===== config.mk =====
export PLATFORM = sky130hd
export DESIGN_NAME = textlcd_buf_ctrl
export DESIGN_NICKNAME = d
export VERILOG_FILES = /design/src/rtl/textlcd_buf_ctrl.sv
export SDC_FILE = /design/constraint.sdc
export NUM_CORES = 1
export LEC_CHECK = 0
export CAP_MARGIN = 30
export CORE_ASPECT_RATIO = 0.9
export CORE_MARGIN = 2
export CORE_UTILIZATION = 55
export DETAILED_ROUTE_END_ITERATION = 8
export PLACE_DENSITY = 0.77
export RECOVER_POWER = 25
export SYNTH_ARGS = -nofsm -noshare
export SYNTH_HDL_FRONTEND = slang
export SYNTH_SLANG_ARGS = --single-unit

===== constraint.sdc =====
create_clock -name lcdclk -period 9 [get_ports lcdclk]
set_input_delay 2.7 -clock lcdclk [delete_from_list [all_inputs] [get_ports lcdclk]]
set_output_delay 2.7 -clock lcdclk [all_outputs]
set_load 0.01 [all_outputs]

===== src/rtl/textlcd_buf_ctrl.sv =====
// HD44780-style text LCD controller: runs the power-on init sequence, then streams a
// ROWS x COLS character buffer to the panel one byte per timing slot, refreshing dirty rows.
module textlcd_buf_ctrl #(
  parameter int unsigned COLS         = 16,
  parameter int unsigned ROWS         = 2,
  parameter int unsigned CLK_PER_CMD  = 2000,
  parameter int unsigned EN_RISE      = 200,
  parameter int unsigned EN_FALL      = 1800,
  parameter int unsigned CLR_SLOTS    = 2,
  parameter logic [6:0]  ROW1_ADDR    = 7'h40,
  parameter int unsigned REFRESH_MODE = 0
) (
  input  logic                                                  lcdclk,
  input  logic                                                  reset,
  input  logic                                                  wr_en,
  input  logic [((ROWS*COLS > 1) ? $clog2(ROWS*COLS) : 1)-1:0]  wr_addr,
  input  logic [7:0]                                            wr_char,
  output logic                                                  init_done,
  output logic                                                  busy,
  output logic                                                  lcd_rs,
  output logic                                                  lcd_rw,
  output logic                                                  lcd_en,
  output logic [7:0]                                            lcd_data
);
  localparam int unsigned NCHR = ROWS * COLS;
  localparam int unsigned AW   = (NCHR > 1) ? $clog2(NCHR) : 1;
  localparam int unsigned IMAX = (COLS > CLR_SLOTS) ? ((COLS > 6) ? COLS : 6)
                                                    : ((CLR_SLOTS > 6) ? CLR_SLOTS : 6);
  localparam int unsigned IW   = $clog2(IMAX);
  localparam int unsigned CW   = (CLK_PER_CMD > 1) ? $clog2(CLK_PER_CMD) : 1;

  typedef enum logic [2:0] {S_INIT, S_CLRW, S_IDLE, S_SETA, S_WRITE} state_t;

  state_t          state_q, state_d;
  logic [IW-1:0]   idx_q, idx_d;
  logic            row_q, row_d;
  logic [CW-1:0]   cnt_q, cnt_d;
  logic [ROWS-1:0] dirty_q, dirty_d;
  logic [7:0]      chr_q [NCHR];
  logic [7:0]      chr_d [NCHR];
  logic            init_done_q, init_done_d;
  logic            busy_q, busy_d;
  logic            en_q, en_d;
  logic            rs_q, rs_d;
  logic [7:0]      data_q, data_d;

  logic            slot_end, pick_valid, pick_row, do_pick, wr_ok, wr_row, active;
  logic [AW-1:0]   rd_idx;

  function automatic logic [7:0] init_cmd(input logic [IW-1:0] step);
    case (32'(step))
      0, 1:    return 8'h38;
      2:       return 8'h0E;
      3:       return 8'h06;
      4:       return 8'h02;
      default: return 8'h01;
    endcase
  endfunction

  assign active = (state_q == S_INIT) || (state_q == S_SETA) || (state_q == S_WRITE);

  always_ff @(posedge lcdclk) begin
    if (reset) begin
      state_q     <= S_INIT;
      idx_q       <= '0;
      row_q       <= 1'b0;
      cnt_q       <= '0;
      dirty_q     <= '1;
      init_done_q <= 1'b0;
      busy_q      <= 1'b1;
      en_q        <= 1'b0;
      rs_q        <= 1'b0;
      data_q      <= 8'h38;
      for (int unsigned i = 0; i < NCHR; i++) chr_q[i] <= 8'h20;
    end else begin
      state_q     <= state_d;
      idx_q       <= idx_d;
      row_q       <= row_d;
      cnt_q       <= cnt_d;
      dirty_q     <= dirty_d;
      init_done_q <= init_done_d;
      busy_q      <= busy_d;
      en_q        <= en_d;
      rs_q        <= rs_d;
      data_q      <= data_d;
      chr_q       <= chr_d;
    end
  end

  always_comb begin
    slot_end = (cnt_q == CW'(CLK_PER_CMD - 1));
    cnt_d    = slot_end ? '0 : cnt_q + CW'(1);
    if (REFRESH_MODE != 0) begin
      pick_valid = 1'b1;
      pick_row   = (ROWS == 2) && (state_q == S_WRITE) && !row_q;
    end else begin
      pick_valid = |dirty_q;
      pick_row   = (ROWS == 2) && !dirty_q[0];
    end
    state_d     = state_q;
    idx_d       = idx_q;
    row_d       = row_q;
    dirty_d     = dirty_q;
    init_done_d = init_done_q;
    do_pick     = 1'b0;
    if (slot_end) begin
      unique case (state_q)
        S_INIT: begin
          if (idx_q == IW'(5)) begin
            if (CLR_SLOTS == 0) begin
              init_done_d = 1'b1;
              do_pick     = 1'b1;
            end else begin
              state_d = S_CLRW;
              idx_d   = '0;
            end
          end else begin
            idx_d = idx_q + IW'(1);
          end
        end
        S_CLRW: begin
          if (idx_q == IW'(CLR_SLOTS - 1)) begin
            init_done_d = 1'b1;
            do_pick     = 1'b1;
          end else begin
            idx_d = idx_q + IW'(1);
          end
        end
        S_IDLE: do_pick = 1'b1;
        S_SETA: begin
          state_d = S_WRITE;
          idx_d   = '0;
        end
        S_WRITE: begin
          if (idx_q == IW'(COLS - 1)) do_pick = 1'b1;
          else                        idx_d   = idx_q + IW'(1);
        end
        default: state_d = S_INIT;
      endcase
      if (do_pick) begin
        idx_d = '0;
        if (pick_valid) begin
          state_d           = S_SETA;
          row_d             = pick_row;
          dirty_d[pick_row] = 1'b0;
        end else begin
          state_d = S_IDLE;
        end
      end
    end
    // Applied after the SETA clear so a write on the same edge keeps the row dirty.
    wr_ok  = wr_en && (32'(wr_addr) < NCHR);
    wr_row = (ROWS == 2) && (32'(wr_addr) >= COLS);
    chr_d  = chr_q;
    if (wr_ok) begin
      chr_d[wr_addr]  = wr_char;
      dirty_d[wr_row] = 1'b1;
    end
  end

  always_comb begin
    rd_idx = AW'(32'(row_d) * COLS + 32'(idx_d));
    rs_d   = rs_q;
    data_d = data_q;
    if (slot_end) begin
      unique case (state_d)
        S_INIT: begin
          rs_d   = 1'b0;
          data_d = init_cmd(idx_d);
        end
        S_SETA: begin
          rs_d   = 1'b0;
          data_d = {1'b1, row_d ? ROW1_ADDR : 7'h00};
        end
        // Reads the pre-write buffer; a colliding write is caught by the dirty bit.
        S_WRITE: begin
          rs_d   = 1'b1;
          data_d = chr_q[rd_idx];
        end
        default: begin
          rs_d   = 1'b0;
          data_d = 8'h00;
        end
      endcase
    end
    en_d = en_q;
    if ((cnt_q == CW'(EN_RISE)) && active) en_d = 1'b1;
    if (cnt_q == CW'(EN_FALL))             en_d = 1'b0;
    busy_d = (state_d != S_IDLE);
  end

  assign init_done = init_done_q;
  assign busy      = busy_q;
  assign lcd_rs    = rs_q;
  assign lcd_rw    = 1'b0;
  assign lcd_en    = en_q;
  assign lcd_data  = data_q;

endmodule

==> flow_summary_export.csv, run 1 <==
group,metric,value,unit
outcome,status,"complete, but fails checks",
outcome,violations,"capacitance limit, slew limit",
synth,yosysSeqAreaShare,42.8,%
detailed_routing,vias,11118,
global_route,antenna_found_initial,0,
timing,fmax,189,MHz
synth,synth_xor_xnor_area_share,0.584,%
global_route,grt.total_usage,27.6,%
timing,final_max_slew_viol_count,64,
synth,synthFlopType,"dfxtp_1",
timing,finalWorstSetupSlack,3.71,ns
cts,postCtsHoldBufs,0,
synth,synth_area_leaders,"dfxtp_1 43%, mux2i_1 20%, nor2_1 7.2%",
layout,fin_util,60.7,%
layout,area_growth_syn_to_layout,8.74,%
worst_setup_path,required,9.44,ns
synth,synth_compound_area_share,12.8,%
detailed_routing,wire_per_inst,20.2,um
layout,final_layout_size_suffix_gt1_share,5.63,%
placed_design,io_buffers,27,
synth,avgSynthCellArea,8.83,um^2
synth,muxShareOfSynthArea,19.7,%
cts,cts_setup_buffers,0,
timing,relSlewSlack,-86.8,%
floorplanning,die_h,153,um
cts,cts_buffer_depth,3,
placed_design,place_ws,3.73,ns
power,leakage,6.09,nW
detailed_routing,antenna_left,0,
detailed_routing,firstDrtPassIters,6,
synth,synth_top_family_by_area,"multiplexers",
synth,synth_edf_count,0,
power,power_per_cell_area,180,mW/mm^2
worst_setup_path,worst_setup_path_end_kind,"register",
worst_setup_path,start_kind,"input pin",
cts,post_cts_resized,0,
timing,fin_crit_sh,58.8,%
global_route,grt_pass1_vias,10323,
synth,async_flop_share,0,%
detailed_routing,drtIter0Drc,1163,
synth,synth-simple-area-share,19.1,%
timing,setup_viol,0,
timing,hold_viol,0,
synth,synth_cells,1530,
cts,cts_max_level,1,
synth,synth_top_area_cell,"dfxtp_1",
global_route,grt_pass1_wl,57100,um
layout,finalNetCount,1510,
synth,ys.warnings.count,0,
layout,diodes,0,
floorplanning,core,0.0242,mm^2
synth,syn_nets,1550,
cts,cts_buffers,30,
detailed_routing,wl,36800,um
worst_setup_path,worst-setup-path-type,"input pin to register",
placed_design,dp_hpwl,23000,um
min_path,min_path_type,"register to register",
detailed_routing,viasPerCell,6.12,
timing,fin_skew,0.0138,ns
synth,ys_ff_latch,289,
cts,clk_pin_slew,0.06,ns
timing,final.setup.tns,0,ns
synth,yosys.area.top_type_share,42.8,%
floorplanning,io_pins,29,
timing,fin_crit,5.29,ns
synth,yosys.area_share.adder,0.371,%
layout,fillers,2072,
synth,synthesis.area,0.0135,mm^2
synth,synth_cell_types,75,
cts,clock_tree.root_cell,"clkbuf_16",
worst_setup_path,cp_max_fo,29,
floorplanning,die_w,169,um
timing,holdWs,0.454,ns
power,vdd_drop_max,0.162,mV
timing,rsz0062_at_grt,"no",
cts,cts.sinks,289,
floorplanning,dieArea,0.0258,mm^2
global_route,grt_max_degree,105,
cts,cts_tree,"built",
worst_setup_path,worstPathArrival,5.73,ns
detailed_routing,drt_drc_violations_left,0,
global_route,grt_overflow,0,
cts,clock_latency,0.56,ns
power,power,2.64,mW
floorplanning,fp-row-count,54,
timing,worstMarginPinSlew,2.80,ns
floorplanning,start_util,55.8,%
flow_run,cap_violations,1,
placed_design,place.gp.congestion,0.930,
## cell usage after synthesis (15+ instances only)
| cell | instances |
|---|---|
| nand2_1 | 183 |
| nor2_1 | 260 |
| clkbuf_1 | 72 |
| a211oi_1 | 23 |
| a21oi_1 | 91 |
| and3_1 | 17 |
| nand3_1 | 47 |
| a211o_1 | 16 |
| buf_2 | 24 |
| a221oi_1 | 15 |
| dfxtp_1 | 289 |
| mux2i_1 | 265 |
## report_power, final
part           total (mW)  switching (mW)  internal (mW)
Clock                1.25           0.506          0.745
Combinational      0.0980          0.0732         0.0248
Sequential           1.29         0.00581           1.29
## state kept, by name, summed over array words and instances, names as in the netlist
register / cells
state_q: 3
lcd_rs: 1
idx_q: 4
dirty_q: 2
init_done: 1
busy: 1
chr_q: 256
lcd_data: 8
lcd_en: 1
row_q: 1
cnt_q: 11
## cell families after synthesis
family / count (synthesis)
fa+ha+maj: 4
other cells: 1
buf+inv: 129
simple gates: 585
xor+xnor: 9
flops: 289
compound gates: 247
mux: 266
## per-stage QoR
stage | cell area (um^2) | cells
floorplan | 13500 | 1530
global placement | 13700 | 1758
detailed placement | 13700 | 1764
CTS | 14700 | 1815
global route | 14700 | 1817
finish | 14700 | 1817
## metal layers
layer | track usage [%] | up-vias | share of wire [%]
li1 | - | 5266 | -
met1 | 39.3 | 5264 | 44
met2 | 41.4 | 495 | 43
met3 | 6.16 | 93 | 9.1
met4 | 9.20 | 0 | 3.3
met5 | 0 | - | 0
## cells in the final DEF, fill, tap and decap left out, drive strengths merged, types with 5 or more instances in the layout
cell type        n
a211o           16
a211oi          23
a21o             8
a21oi           91
a221oi          16
a22oi           14
a31oi           14
a32oi           10
and2            16
and3            17
buf             21
clkbuf          51
clkdlybuf4s50   14
dfxtp          289
dlygate4sd3      7
inv              8
mux2i          265
nand2          183
nand3           48
nand4            5
nor2           262
nor2b            6
nor3            12
nor3b            7
o211ai           5
o21ai           18
or2              5
xor2             5
## cell type report
type / count / area [um^2] / area share [%]
Clock buffer: 43 / 860 / 5.85
Clock inverter: 8 / 133 / 0.903
Inverter: 7 / 26.3 / 0.179
Multi-Input combinational cell: 1112 / 7110 / 48.4
Sequential cell: 289 / 5790 / 39.4
Tap cell: 308 / 385 / 2.62
Timing Repair Buffer: 50 / 389 / 2.65
## final timing paths
path	startpoint	endpoint	slack [ns]	cells after the start
worst max-delay path	wr_addr[4]	chr_q[245]$_SDFFE_PP1P_	3.71	5
worst min-delay path	chr_q[225]$_SDFFE_PP0P_	chr_q[225]$_SDFFE_PP0P_	0.45	2
worst min register to register	chr_q[225]$_SDFFE_PP0P_	chr_q[225]$_SDFFE_PP0P_	0.45	2
worst max register to register	cnt_q[0]$_SDFF_PP0_	lcd_data[5]$_SDFFE_PP1P_	3.99	12
## critical path, cell delays in order
cell and delay (ns):
dlygate4sd3_1 0.71, nor3_1 0.29, clkbuf_1 0.98, nand2_1 0.61, a211o_1 0.43
Note: power is estimated with default switching activity, not from simulation.
==> run 2, diff against run 1 <==
PLACE_DENSITY = 0.8   (was 0.77)
clock period = 4.3 ns   (was 9 ns; I/O delays follow)
==> flow_summary_export.csv, run 2 (synthesis results as in run 1) <==
group,metric,value,unit
timing,relSlewSlack,-7.70,%
worst_setup_path,rr_worst_depth,12,
power,vdd_drop_max,0.297,mV
layout,final_common_cell,"dfxtp_1",
timing,rsz0062_at_grt,"no",
worst_setup_path,r2r_setup_slack,0.40,ns
floorplanning,fp-row-count,54,
floorplanning,dieArea,0.0258,mm^2
cts,clk_pin_slew,0.07,ns
cts,cts_tree,"built",
placed_design,place_area,0.0140,mm^2
global_route,grtUsageMet2,42.6,%
worst_setup_path,setup.worst_path.end,"lcd_data[7]$_SDFFE_PP0P_",
timing,hold_viol,0,
floorplanning,die_h,153,um
layout,area_growth_syn_to_layout,10.9,%
global_route,grt_max_degree,142,
flow_run,cap_violations,2,
layout,largest_reg_flops,256,
floorplanning,start_util,55.8,%
power,power_per_cell_area,370,mW/mm^2
timing,setup_viol,0,
global_route,grt_pass1_wl,58500,um
cts,clock_latency,0.57,ns
timing,fin_crit_sh,90.6,%
detailed_routing,drt_drc_violations_left,0,
layout,registers.top_by_ff_count,"chr_q",
detailed_routing,wl,37400,um
cts,cts_setup_buffers,0,
outcome,status,"complete, but fails checks",
worst_setup_path,reg2reg_from,"idx_q[0]$_SDFF_PP0_",
detailed_routing,viasPerCell,6.22,
detailed_routing,vias,11475,
floorplanning,core,0.0242,mm^2
worst_setup_path,required,4.69,ns
global_route,antenna_found_initial,0,
worst_setup_path,crit_start,"idx_q[0]$_SDFF_PP0_",
cts,post_cts_resized,0,
floorplanning,die_w,169,um
layout,final_cell_mix,"289 x dfxtp_1, 265 x mux2i_1, 261 x nor2_1",
detailed_routing,firstDrtPassIters,6,
placed_design,io_buffers,27,
cts,cts.sinks,289,
layout,final_cells,1846,
worst_setup_path,worst_setup_path_end_kind,"register",
layout,finalNetCount,1536,
outcome,violations,"capacitance limit, slew limit",
global_route,grt_pass1_vias,10500,
cts,cts_max_level,1,
floorplanning,io_pins,29,
placed_design,place_ws,0.363,ns
global_route,grtUsageMet1,40.1,%
detailed_routing,antenna_left,0,
worst_setup_path,cp_max_fo,15,
timing,final.setup.tns,0,ns
worst_setup_path,reg2reg_to,"lcd_data[7]$_SDFFE_PP0P_",
timing,final_max_slew_viol_count,177,
timing,worstMarginPinSlew,1.62,ns
timing,fmax,257,MHz
placed_design,place.gp.congestion,0.974,
timing,finalWorstSetupSlack,0.402,ns
power,power,5.54,mW
cts,cts_buffer_depth,3,
cts,cts_buffers,30,
worst_setup_path,worstPathArrival,4.29,ns
layout,design_area,0.0150,mm^2
global_route,grt.total_usage,28.2,%
cts,clock_tree.root_cell,"clkbuf_16",
detailed_routing,drtIter0Drc,1420,
min_path,min_path_type,"register to register",
worst_setup_path,start_kind,"register",
placed_design,dp_hpwl,23800,um
power,leakage,6.26,nW
layout,diodes,0,
layout,fillers,2010,
timing,fin_skew,0.0157,ns
timing,fin_crit,3.90,ns
global_route,grt_overflow,0,
worst_setup_path,worst-setup-path-type,"register to register",
cts,postCtsHoldBufs,0,
global_route,grt_use_met3,5.38,%
placed_design,place_inst,1791,
detailed_routing,wire_per_inst,20.3,um
layout,final_layout_size_suffix_gt1_share,7.74,%
global_route,gr-max-usage-layer,"met2",
-- run 2: cell types whose count changed in the layout (fill, tap and decap cells not counted), sizes merged --
cell / delta
buf: +28
clkbuf: +1
bufinv: -2
clkinvlp: +1
clkdlybuf4s50: +7
dlygate4sd3: -6
-- run 2: critical path: stages, from the launching register on --
cell and delay, ns:
dfxtp_1 0.38, ha_1 0.27, and3_1 0.29, a221oi_4 0.34
or2_1 0.41, and3_1 0.56, buf_4 0.31, nor2_1 0.13
nand2_1 0.18, a211o_1 0.15, nand4_1 0.16, nor4bb_1 0.47
nor3_1 0.08
-- run 2: area by class of cell --
class | instances | area (um^2) | share of cell area, %
flip-flops and latches | 289 | 5790 | 38.6
clock buffers | 47 | 926 | 6.18
well taps | 308 | 385 | 2.57
repair buffers | 76 | 662 | 4.42
multi-input cells | 1112 | 7120 | 47.5
clock inverters | 7 | 76.3 | 0.510
inverters | 7 | 26.3 | 0.175
-- run 2: power breakdown --
| group | switching, mW | total (mW) | internal [mW] |
|---|---|---|---|
| logic | 0.153 | 0.208 | 0.0553 |
| clock network | 1.09 | 2.62 | 1.53 |
| registers | 0.0122 | 2.71 | 2.70 |
| total | 1.26 | 5.54 | 4.29 |
-- run 2: stage by stage --
stage	utilization [%]	hold WS, ns
5_1_grt	61.9	0.474
3_3_place_gp	57.8	0.439
4_1_cts	61.9	0.455
6_report	61.9	0.459
2_1_floorplan	-	0.432
3_5_place_dp	57.8	0.447
-- run 2: routing by layer --
layer	vias up	wire length [um]
li1	5316	-
met4	0	1560
met5	-	0
met1	5505	16100
met3	106	3690
met2	548	16100
-- run 2: worst min-delay path by stage --
stage	from	end	slack [ns]	cells after the start
after floorplan	chr_q[235]$_SDFFE_PP0P_	chr_q[235]$_SDFFE_PP0P_	0.43	2
after global placement	chr_q[235]$_SDFFE_PP0P_	chr_q[235]$_SDFFE_PP0P_	0.44	2
after detailed placement	chr_q[251]$_SDFFE_PP0P_	chr_q[251]$_SDFFE_PP0P_	0.45	2
after CTS	chr_q[251]$_SDFFE_PP0P_	chr_q[251]$_SDFFE_PP0P_	0.46	2
after global routing	chr_q[232]$_SDFFE_PP0P_	chr_q[232]$_SDFFE_PP0P_	0.47	2
final	chr_q[230]$_SDFFE_PP0P_	chr_q[230]$_SDFFE_PP0P_	0.46	2
==> run 3, diff against run 2 <==
PLACE_DENSITY = 0.77   (was 0.8)
clock period = 4.2 ns   (was 4.3 ns; I/O delays follow)
==> flow_summary_export.csv, run 3 (synthesis results as in run 1) <==
group,metric,value,unit
outcome,status,"complete, but fails checks",
outcome,violations,"capacitance limit, slew limit",
worst_setup_path,cp_top_family,"compound AO/OA/AOI/OAI gates",
floorplanning,die_h,153,um
detailed_routing,drt_drc_violations_left,0,
timing,fmax,257,MHz
cts,cts_buffers,31,
layout,multi_input_area,0.00711,mm^2
detailed_routing,firstDrtPassIters,5,
worst_setup_path,worst_setup_path_end_kind,"register",
worst_setup_path,cp_num_cells,11,
detailed_routing,wire_per_inst,20.2,um
min_path,min_path_type,"register to register",
flow_run,cap_violations,1,
global_route,grt.total_usage,28.7,%
global_route,grt_pass1_wl,59400,um
global_route,grt_max_degree,138,
timing,final_max_slew_viol_count,51,
layout,fillers,2030,
layout,register_area,0.00579,mm^2
worst_setup_path,critPathMaxStageDelay,0.70,ns
timing,rsz0062_at_grt,"no",
power,leakage,6.40,nW
worst_setup_path,crit_buf_inv,1,
floorplanning,die_w,169,um
detailed_routing,antenna_left,0,
timing,setup_viol,0,
timing,relSlewSlack,-47.2,%
worst_setup_path,crit_chain,"ha_1 -> and3_1 -> nand4_1 -> nor4b_4 -> o21a_4 -> buf_4 -> a21oi_1 -> a221oi_1 -> o211ai_1 -> nand3_1 -> a22o_1",
cts,cts.sinks,289,
layout,area_growth_syn_to_layout,12.8,%
worst_setup_path,worst-setup-path-type,"register to register",
layout,final_common_cell,"dfxtp_1",
cts,cts_max_level,1,
worst_setup_path,required,4.72,ns
timing,hold_viol,0,
layout,final_layout_size_suffix_gt1_share,8.57,%
detailed_routing,drtIter0Drc,1365,
layout,final_cells,1861,
timing,fin_crit_sh,92.7,%
power,vdd_drop_max,0.275,mV
cts,cts_setup_buffers,0,
timing,fin_skew,0.00900,ns
floorplanning,dieArea,0.0258,mm^2
floorplanning,core,0.0242,mm^2
floorplanning,start_util,55.8,%
cts,clk_pin_slew,0.06,ns
layout,final_cell_mix,"289 x dfxtp_1, 265 x mux2i_1, 261 x nor2_1",
worst_setup_path,cp_slowest_cell,"o21a_4",
timing,final.setup.tns,0,ns
cts,cts_tree,"built",
timing,worstMarginPinSlew,2.21,ns
cts,post_cts_resized,0,
detailed_routing,viasPerCell,6.13,
worst_setup_path,worstPathArrival,4.41,ns
placed_design,place.gp.congestion,0.989,
placed_design,place_inst,1802,
cts,postCtsHoldBufs,0,
worst_setup_path,start_kind,"register",
worst_setup_path,rr_worst_depth,11,
min_path,min_path_cells,2,
worst_setup_path,cp_max_fo,63,
layout,registers.top_by_ff_count,"chr_q",
cts,clock_tree.root_cell,"clkbuf_16",
floorplanning,fp-row-count,54,
global_route,grt_pass1_vias,10707,
cts,clock_latency,0.57,ns
placed_design,io_buffers,27,
timing,fin_crit,3.89,ns
detailed_routing,wl,37500,um
global_route,antenna_found_initial,1,
power,power_per_cell_area,407,mW/mm^2
detailed_routing,vias,11401,
layout,largest_reg_flops,256,
global_route,grt_overflow,0,
cts,cts_buffer_depth,3,
placed_design,dp_hpwl,24000,um
layout,finalNetCount,1547,
floorplanning,io_pins,29,
run 3: cell types whose count changed in the layout (fill, tap and decap cells not counted), sizes merged:
cell	before	now
buf	49	57
bufinv	1	10
clkbuf	52	44
clkdlybuf4s50	21	20
clkinv	3	7
clkinvlp	2	3
diode	0	1
dlygate4sd3	1	2
run 3: cell type report:
type	instances	share of cell area [%]
multi-input cells	1112	46.6
flip-flops and latches	289	38.0
clock buffers	37	5.57
repair buffers	86	4.69
well taps	308	2.53
clock inverters	21	2.43
inverters	7	0.172
diodes	1	0.0164
run 3: path summary, 6_finish.rpt:
kind	startpoint	to	slack, ns
worst max-delay path	cnt_q[0]$_SDFF_PP0_	lcd_data[6]$_SDFFE_PP0P_	0.31
worst min-delay path	chr_q[235]$_SDFFE_PP0P_	chr_q[235]$_SDFFE_PP0P_	0.46
worst max register to register	cnt_q[0]$_SDFF_PP0_	lcd_data[6]$_SDFFE_PP0P_	0.31
worst min register to register	chr_q[235]$_SDFFE_PP0P_	chr_q[235]$_SDFFE_PP0P_	0.46
run 3: routing by layer:
layer,vias up,GRT usage (%),routed length [um]
li1,5343,-,-
met1,5434,40.4,16300
met2,522,43.8,16300
met3,102,5.66,3660
met4,0,10.2,1320
met5,-,0,0
run 3: where the power goes:
group / total [mW] / internal (mW) / switching [mW] / leakage (nW)
clock network: 3.21 / 2.05 / 1.16 / 0.593
registers: 2.77 / 2.76 / 0.0125 / 2.33
logic: 0.216 / 0.0590 / 0.157 / 3.47
total: 6.20 / 4.87 / 1.33 / 6.40
run 3: worst reg2reg max path, stage by stage, from the launching register on:
cell and delay, ns:
dfxtp_1 0.39, ha_1 0.22, and3_1 0.32, nand4_1 0.37
nor4b_4 0.45, o21a_4 0.70, buf_4 0.40, a21oi_1 0.08
a221oi_1 0.55, o211ai_1 0.14, nand3_1 0.10, a22o_1 0.12
run 3: per-stage QoR:
| step | total power [mW] | setup slack (ns) | util, % | area [um^2] | hold WS [ns] |
|---|---|---|---|---|---|
| floorplan | 2.97 | 1.15 | - | 13500 | 0.432 |
| global placement | 3.05 | 0.446 | 58.1 | 14100 | 0.440 |
| detailed placement | 3.05 | 0.414 | 58.1 | 14100 | 0.445 |
| CTS | 6.22 | 0.413 | 63.1 | 15300 | 0.454 |
| global route | 6.35 | 0.139 | 63.0 | 15200 | 0.473 |
| finish | 6.20 | 0.307 | 63.0 | 15200 | 0.455 |
